[src/rtl/decode_arbiter.sv]
// decode_arbiter
//
// Four requesters share one lookup decoder. Each entry maps a 2-bit code
// to a 17-bit value. Requests are granted in round-robin order and served
// one at a time. Each result is tagged with the requester index and held
// under a valid/ready handshake until the consumer takes it. The lookup
// table can be rewritten at run time. On reset it returns to the binary
// digit mapping 0,1,0,1.
//
// Ports
//   clk       rising-edge clock
//   rst       synchronous, active-high reset
//   req       per-requester request level, held until granted
//   code      packed codes; requester i uses bits [2i+1:2i]
//   grant     one-hot, one-cycle pulse in the cycle after acceptance
//   cfgWe     table write enable
//   cfgAddr   table entry to write
//   cfgData   value written to entry cfgAddr
//   out       decoded value
//   outId     index of the requester that owns out
//   outValid  out/outId valid
//   outReady  consumer accepts out when high while outValid is high
//   busy      high whenever the sequencer is not idle
//
// state  | meaning
// -------+------------------------------------------------------------
// IDLE   | sample req; pick a round-robin winner and latch its code/id
// LOOKUP | grant pulse is visible; the table read lands in out/outId
// RESP   | hold out/outId/outValid until outReady completes handshake

module decode_arbiter #(
    parameter int NUM_REQ = 4,
    parameter int CODE_W  = 2,
    parameter int OUT_W   = 17
) (
    input  logic                      clk,
    input  logic                      rst,
    input  logic [NUM_REQ-1:0]        req,
    input  logic [NUM_REQ*CODE_W-1:0] code,
    output logic [NUM_REQ-1:0]        grant,
    input  logic                      cfgWe,
    input  logic [CODE_W-1:0]         cfgAddr,
    input  logic [OUT_W-1:0]          cfgData,
    output logic [OUT_W-1:0]          out,
    output logic [1:0]                outId,
    output logic                      outValid,
    input  logic                      outReady,
    output logic                      busy
);

    localparam int ID_W    = 2;
    localparam int TBL_LEN = 1 << CODE_W;

    typedef enum logic [1:0] {
        IDLE   = 2'd0,
        LOOKUP = 2'd1,
        RESP   = 2'd2
    } state_t;

    state_t             state;
    state_t             state_next;

    logic [ID_W-1:0]    ptr;
    logic [ID_W-1:0]    win_id;
    logic [CODE_W-1:0]  win_code;

    logic               sel_found;
    logic [ID_W-1:0]    sel_id;
    logic [CODE_W-1:0]  sel_code;

    logic [NUM_REQ-1:0] grant_next;
    logic               load_win;
    logic               load_out;
    logic               release_out;

    logic [OUT_W-1:0]   lut [TBL_LEN];

    // Round-robin search. It starts at ptr and the index wraps through
    // the 2-bit add. The first active request found wins.
    always_comb begin
        sel_found = 1'b0;
        sel_id    = '0;
        for (int i = 0; i < NUM_REQ; i++) begin
            if (!sel_found && req[ID_W'(ptr + ID_W'(i))]) begin
                sel_found = 1'b1;
                sel_id    = ID_W'(ptr + ID_W'(i));
            end
        end
        sel_code = code[sel_id*CODE_W +: CODE_W];
    end

    always_ff @(posedge clk) begin
        if (rst) begin
            state <= IDLE;
        end else begin
            state <= state_next;
        end
    end

    always_comb begin
        state_next  = state;
        grant_next  = '0;
        load_win    = 1'b0;
        load_out    = 1'b0;
        release_out = 1'b0;
        case (state)
            IDLE: begin
                if (sel_found) begin
                    grant_next = NUM_REQ'(1) << sel_id;
                    load_win   = 1'b1;
                    state_next = LOOKUP;
                end
            end
            LOOKUP: begin
                load_out   = 1'b1;
                state_next = RESP;
            end
            RESP: begin
                if (outReady) begin
                    release_out = 1'b1;
                    state_next  = IDLE;
                end
            end
            default: begin
                state_next = IDLE;
            end
        endcase
    end

    // The table read in LOOKUP and a same-edge cfg write are both
    // non-blocking. So out takes the pre-write entry, and the new value
    // is seen only by later lookups.
    always_ff @(posedge clk) begin
        if (rst) begin
            grant    <= '0;
            ptr      <= '0;
            win_id   <= '0;
            win_code <= '0;
            out      <= '0;
            outId    <= '0;
            outValid <= 1'b0;
            for (int i = 0; i < TBL_LEN; i++) begin
                lut[i] <= OUT_W'(i & 1);
            end
        end else begin
            grant <= grant_next;
            if (load_win) begin
                win_id   <= sel_id;
                win_code <= sel_code;
            end
            if (load_out) begin
                out      <= lut[win_code];
                outId    <= win_id;
                outValid <= 1'b1;
                ptr      <= ID_W'(win_id + 1'b1);
            end
            if (release_out) begin
                outValid <= 1'b0;
            end
            if (cfgWe) begin
                lut[cfgAddr] <= cfgData;
            end
        end
    end

    assign busy = (state != IDLE);

endmodule

[config.mk]
export PLATFORM = sky130hd
export DESIGN_NAME = decode_arbiter
export DESIGN_NICKNAME = d
export VERILOG_FILES = /design/src/rtl/decode_arbiter.sv
export SDC_FILE = /design/constraint.sdc
export NUM_CORES = 1
export LEC_CHECK = 0
export CORE_UTILIZATION = 42
export CTS_BUF_LIST = sky130_fd_sc_hd__clkbuf_16
export CTS_CLUSTER_SIZE = 8
export DETAILED_ROUTE_END_ITERATION = 10
export PLACE_DENSITY = 0.65
export RECOVER_POWER = 100
export SLEW_MARGIN = 20
export SYNTH_ARGS = -nofsm -noshare
export SYNTH_HDL_FRONTEND = slang
export SYNTH_SLANG_ARGS = --single-unit
[constraint.sdc]
create_clock -name clk -period 2.6 [get_ports clk]
set_input_delay 0.26 -clock clk [delete_from_list [all_inputs] [get_ports clk]]
set_output_delay 0.26 -clock clk [all_outputs]
set_load 0.05 [all_outputs]
==> key figures, run 1 <==
Logic synthesis
  • Synthesized-area fraction occupied by adder cells: 0
  • Simple-Gate Fraction of Synth Area: 0.183
  • Mapped cell area: 4190 um^2
  • Syn Area/Cell: 13.4 um^2
  • Synth Area in XOR/XNOR: 0.00209
  • Yosys warns: 0
  • Syn nets: 349
  • Largest family of logic cells by synthesized area: simple AND/OR/NAND/NOR gates
  • Compound-Gate Fraction of Synth Area: 0.0495
  • Post-synthesis sequential area ratio: 0.640
  • Multiplexer area fraction after synthesis: 0.103
  • Synthesized flop and latch total: 100
  • Post-Syn Instances: 314
  • Synth cell types: 33

Finish
  • Share of cells above drive strength 1: 0.0919
  • Synth-to-layout area growth: 22.6%
  • N_diodes: 0
  • Non-Filler Instances: ~510
  • Nets: 411

Clock tree
  • Clock slew at reported path FFs: 0.06 ns
  • Root buffer cell: clkbuf_16
  • CTS Buf Count: 9
  • Post-CTS sizing: 0
  • Clock tree from TritonCTS: built
  • Clk sinks: 100
  • Postcts setup bufs: 0
  • Hold-fix buffers, CTS: 0
  • CTS H-tree lvls: 3
  • Max Root-Sink Buffers: 2
  • Clock latency on the worst-skew pair: 0.33 ns

Floorplan
  • Initial Util: 0.431
  • Die W: around 100 um
  • Site Rows: 36
  • Die area: slightly above 10,000 um^2
  • Core footprint: 9730 um^2
  • Die Ht: ~100 um
  • IO Pins: 60

Global route
  • Total GRT Usage: 0.172
  • Total congestion overflow: 0
  • Global-route wire length before repair: 13,000 um
  • Initial antenna violation count: 0
  • Largest net degree at the start of global routing: 34
  • Vias in the first global route: 2,501

STA
  • Final Hold Viols: 0
  • Worst Skew: 0.00395 ns
  • Slew margin rel.: 0.406
  • Final min period: ~2.2 ns
  • Fmax: 460 MHz
  • Unrepaired setup endpoints after global routing: no
  • Fin. max-slew vios: 0
  • Tightest Pin Transition: 0.891 ns
  • Final setup violation count: 0
  • TNS Setup: 0 ns
  • Period utilization: 0.836
  • Setup WS post-layout: 0.427 ns
  • Hold_ws: 0.451 ns

Critical path
  • Worst EP arrival: 2.13 ns
  • Req. time, crit path: 2.56 ns
  • Endpoint class of the critical path: register
  • Critical path, cell by cell: dlygate4sd3_1 -> clkbuf_2 -> or2_1
  • Critical path's slowest cell: or2_1
  • Worst setup SP type: input pin
  • Slowest cell delay on critical path: 0.78 ns
  • Critical path peak fanout: 33
  • Worst Setup Path Type: in2reg

Placed design
  • DP Worst Slack: 0.620 ns
  • # port buffers: 59
  • GP Congestion: 0.727
  • DPL Wire Length: around 5400 um
  • Dpl cells: 498

Job
  • Max Cap Viol: 0

Drt
  • Final ANT Viol Nets: 0
  • Vias per cell: slightly below 5
  • First-pass detailed-route iteration total: 4
  • Residual DRC: 0
  • Post-Route WL: about 8200 um
  • Vias after detailed routing: ~2,600
  • Avg WL per Cell: approximately 16 um
  • Initial DRC count: 104

Worst hold path
  • Worst hold path class: reg2reg

Outcome
  • Status: completed

Power and ir drop
  • Leakage: 0.00182 uW
  • Power Density: 718 nW/um^2
  • VDD IR max: roughly 320 uV
[cell families (layout without fill, tap and decap cells)]
logic type,after synthesis,after routing
multiplexers,22,22
flip-flops,100,100
AO/OA/AOI/OAI,33,33
AND/OR/NAND/NOR,139,139
buffers and inverters,19,86
XOR/XNOR,1,1
[sequential cells by signal, summed over array words and instances, names as in the netlist]
register and flops:
win_code 2, grant 4, win_id 2, state 2, outId 2, out 17, outValid 1, ptr 2
lut 68
[cells in the mapped netlist, drive strengths merged]
cell / count / area, um^2
and2b: 1 / 10.0
a21o: 1 / 7.51
mux2i: 5 / 50.1
a21oi: 23 / 115
nor2b: 3 / 18.8
mux4: 17 / 383
or2: 3 / 18.8
nand2: 39 / 146
nand3b: 3 / 22.5
nor2: 13 / 48.8
dfxtp: 32 / 641
buf: 7 / 48.8
o41ai: 1 / 16.3
or3b: 1 / 8.76
nor3: 1 / 10.0
clkbuf: 9 / 35.0
a31o: 1 / 8.76
a211oi: 2 / 20.0
xnor2: 1 / 8.76
o221ai: 2 / 17.5
a22oi: 1 / 7.51
o32a: 1 / 10.0
o21ai: 1 / 5.00
inv: 3 / 11.3
edfxtp: 68 / 2040
nand2b: 7 / 43.8
nor3b: 2 / 25.0
and2: 66 / 413
[stage by stage]
stage / power (uW) / util / area (um^2)
final: 3690 / 0.528 / 5140
after CTS: 3740 / 0.533 / 5190
after floorplan: 2360 / - / 4190
after global placement: 2570 / 0.506 / 4930
after detailed placement: 2580 / 0.506 / 4930
after global routing: 3840 / 0.528 / 5140
[placed cells by master, fill, tap and decap left out, types with 9 or more instances in the layout]
| cell type | count |
|---|---|
| a21oi_1 | 23 |
| and2_0 | 29 |
| and2_1 | 37 |
| clkbuf_16 | 9 |
| clkdlybuf4s50_1 | 32 |
| dfxtp_1 | 32 |
| dlygate4sd3_1 | 27 |
| edfxtp_1 | 68 |
| mux4_2 | 17 |
| nand2_1 | 39 |
| nor2_1 | 13 |
[routing by layer]
metal / vias up / GRT usage / wire length, um
li1: 1239 / - / -
met5: - / 0 / 0
met1: 1237 / 0.215 / 3740
met4: 0 / 0.0890 / 171
met2: 66 / 0.290 / 3990
met3: 13 / 0.0287 / 282
[path summary, 6_finish.rpt]
path	start	end	slack, ns	cells past startpoint
worst min register to register	out[11]$_SDFFE_PP0N_	out[11]$_SDFFE_PP0N_	0.45	2
worst max register to register	state[0]$_SDFFE_PP0P_	out[14]$_SDFFE_PP0N_	0.70	4
worst max-delay path	rst	lut[0][5]$_SDFFCE_PN0P_	0.43	3
worst min-delay path	out[11]$_SDFFE_PP0N_	out[11]$_SDFFE_PP0N_	0.45	2
[cell type report]
cell class | instances | area [um^2]
Sequential cell | 100 | 2680
Inverter | 3 | 11.3
Clock buffer | 9 | 225
Multi-Input combinational cell | 195 | 1390
Fill cell | 882 | 4590
Timing Repair Buffer | 67 | 627
Clock inverter | 7 | 35.0
Tap cell | 133 | 166
[power breakdown]
part	internal, uW	switching [uW]
Combinational	262	371
Sequential	1830	48.4
Clock	633	543
Total	2730	963
[worst max-delay path, delay by kind of cell]
kind	cells	cell delay [ns]
buffers and inverters	2	1.09
and+or+nand+nor	1	0.78
No activity file was read; power rests on OpenSTA's default activity.
==> inputs of run 2 (changes only) <==
==> constraint.sdc (replaced) <==
create_clock -name clk -period 2.01 [get_ports clk]
set_input_delay 0.201 -clock clk [delete_from_list [all_inputs] [get_ports clk]]
set_output_delay 0.201 -clock clk [all_outputs]
set_load 0.05 [all_outputs]
==> run 2 against run 1 <==
- wire length increased by 2.5%
- total power increased by 35%
- register-to-register slack got worse by 0.33 ns
- critical path depth increased by 2
- highest routed layer unchanged
- sequential power increased by 29%
- critical path type unchanged
==> key figures, run 2 (synthesized netlist as in run 1, its figures left out) <==
Critical path
  • Req. time, crit path: 2.10 ns (-0.46 ns)
  • Worst EP arrival: 1.99 ns (-0.14 ns)
  • Critical path peak fanout: 33 (unchanged)
  • Top cell by count, worst path: clkbuf_2
  • Slowest cell delay on critical path: 0.56 ns (-0.22 ns)
  • Worst setup SP type: input pin
  • Critical path's slowest cell: dlygate4sd3_1
  • Endpoint class of the critical path: register
  • Critical path, cell by cell: dlygate4sd3_1 -> clkbuf_2 -> nor2b_1 -> clkbuf_2 -> and2_0
  • FF-to-FF path depth: 4 (unchanged)
  • Worst Setup Path Type: in2reg

Finish
  • Share of cells above drive strength 1: 0.109 (+0.0169)
  • Most frequent cells in the layout: 68 x edfxtp_1, 39 x nand2_1, 38 x and2_0
  • Synth-to-layout area growth: 24.6%
  • Most flop-heavy register: lut
  • Filler cells: 866 (-1.8%)
  • N_diodes: 0 (unchanged)
  • Non-Filler Instances: 519 (+0.97%)
  • Commonest non-fill, non-tap cell in the layout: edfxtp_1
  • Design area: 5220 um^2 (+1.6%)
  • Area taken by multi-input logic gates: 1390 um^2 (unchanged)
  • Biggest regs: lut: 68 flops, out: 17 flops, grant: 4 flops
  • Sequential standard cell area: 2680 um^2 (unchanged)
  • Nets: 416 (+1.2%)
  • Max reg flops: 68 (unchanged)

Drt
  • Vias after detailed routing: 2,582 (+1.1%)
  • Residual DRC: 0 (unchanged)
  • Post-Route WL: 8390 um (+2.5%)
  • First-pass detailed-route iteration total: 5 (+1)
  • Vias per cell: 4.97 (about the same)
  • Final ANT Viol Nets: 0 (unchanged)
  • Avg WL per Cell: 16.2 um (+1.5%)
  • Initial DRC count: 76 (-27%)

Global route
  • Global-route wire length before repair: 13,600 um (+4.1%)
  • Largest net degree at the start of global routing: 34 (unchanged)
  • Total congestion overflow: 0 (unchanged)
  • Initial antenna violation count: 0 (unchanged)
  • Total GRT Usage: 0.180 (+0.00733)
  • Vias in the first global route: 2,654 (+6.1%)

STA
  • Fmax: 527 MHz
  • Final min period: 1.90 ns
  • Slew margin rel.: 0.363 (-0.0430)
  • TNS Setup: 0 ns (unchanged)
  • Hold_ws: 0.450 ns (-0.00181 ns)
  • Tightest Pin Transition: 0.956 ns (+0.0645 ns)
  • Final setup violation count: 0 (unchanged)
  • Period utilization: 0.944
  • Final Hold Viols: 0 (unchanged)
  • Unrepaired setup endpoints after global routing: no
  • Fin. max-slew vios: 0 (unchanged)
  • Worst Skew: 0.00583 ns (+0.00188 ns)

Power and ir drop
  • Cell-internal power: 3750 uW (+37%)
  • Sw frac: 0.247 (-0.0140)
  • Leakage: 0.00188 uW (+3.0%)
  • NetSw: 1230 uW (+27%)
  • Tot Pwr: 4970 uW (+35%)
  • VDD IR max: 393 uV (+24%)
  • Power Density: 953 nW/um^2 (+33%)
  • Clock Power Share: 0.341 (+0.022)
  • Logic pwr share: 0.170 (-0.002)
  • Flop pwr share: 0.489 (-0.021)

Floorplan
  • Die area: 10,400 um^2 (unchanged)
  • Initial Util: 0.431 (unchanged)
  • Site Rows: 36 (unchanged)
  • Die Ht: 102 um (unchanged)
  • Core footprint: 9730 um^2 (unchanged)
  • Die W: 102 um (unchanged)
  • IO Pins: 60 (unchanged)

Clock tree
  • CTS Buf Count: 9 (unchanged)
  • Clock slew at reported path FFs: 0.06 ns (about the same)
  • Clock latency on the worst-skew pair: 0.33 ns (about the same)
  • Hold-fix buffers, CTS: 0 (unchanged)
  • Root buffer cell: clkbuf_16
  • Max Root-Sink Buffers: 2 (unchanged)
  • Post-CTS sizing: 0 (unchanged)
  • CTS H-tree lvls: 3 (unchanged)
  • Clk sinks: 100 (unchanged)
  • Clock tree from TritonCTS: built
  • Postcts setup bufs: 0 (unchanged)

Placed design
  • Dpl cells: 503 (+1.0%)
  • Placement Cell Area: 5000 um^2 (+1.5%)
  • # port buffers: 59 (unchanged)
  • GP Congestion: 0.739 (+1.7%)
  • DPL Wire Length: 5440 um (+0.66%)

Job
  • Max Cap Viol: 0 (unchanged)

Worst hold path
  • Worst hold path class: reg2reg
  • Hold depth: 2 (unchanged)

Outcome
  • Status: completed
run 2: per-layer routing:
layer	wire, um	GRT usage
met4	119	0.0725
met5	0	0
met3	290	0.0342
met2	4360	0.317
met1	3620	0.217
run 2: metrics by stage:
step	utilization	setup slack [ns]
after floorplan	-	0.608
after global placement	0.514	0.140
after detailed placement	0.514	0.0936
after CTS	0.545	0.120
after global routing	0.537	0.0295
final	0.537	0.112
run 2: layout make-up:
class,count,share of cell area
timing repair buffer,72,0.128
clock buffer,10,0.0479
multi-input combinational,195,0.267
clock inverter,6,0.00934
inverter,3,0.00216
sequential,100,0.514
tap,133,0.0319
run 2: critical path, delay by kind of cell:
| family | cells | cell delay (ns) |
|---|---|---|
| AND/OR/NAND/NOR | 2 | 0.36 |
| buffers and inverters | 3 | 1.42 |
run 2: final timing paths:
kind	to	from	slack, ns
hold reg to reg	outId[0]$_SDFFE_PP0N_	outId[0]$_SDFFE_PP0N_	0.45
setup reg to reg	out[4]$_SDFFE_PP0N_	state[1]$_SDFFE_PP0P_	0.37
hold / removal	outId[0]$_SDFFE_PP0N_	outId[0]$_SDFFE_PP0N_	0.45
setup / recovery	lut[3][11]$_DFFE_PP_	rst	0.11
run 2: power groups by stage:
stage / clock network (uW) / registers (uW) / logic (uW)
global placement: 0 / 2470 / 889
floorplan: 0 / 2620 / 432
CTS: 1740 / 2440 / 902
detailed placement: 0 / 2480 / 899
finish: 1690 / 2430 / 848
global route: 1830 / 2450 / 913
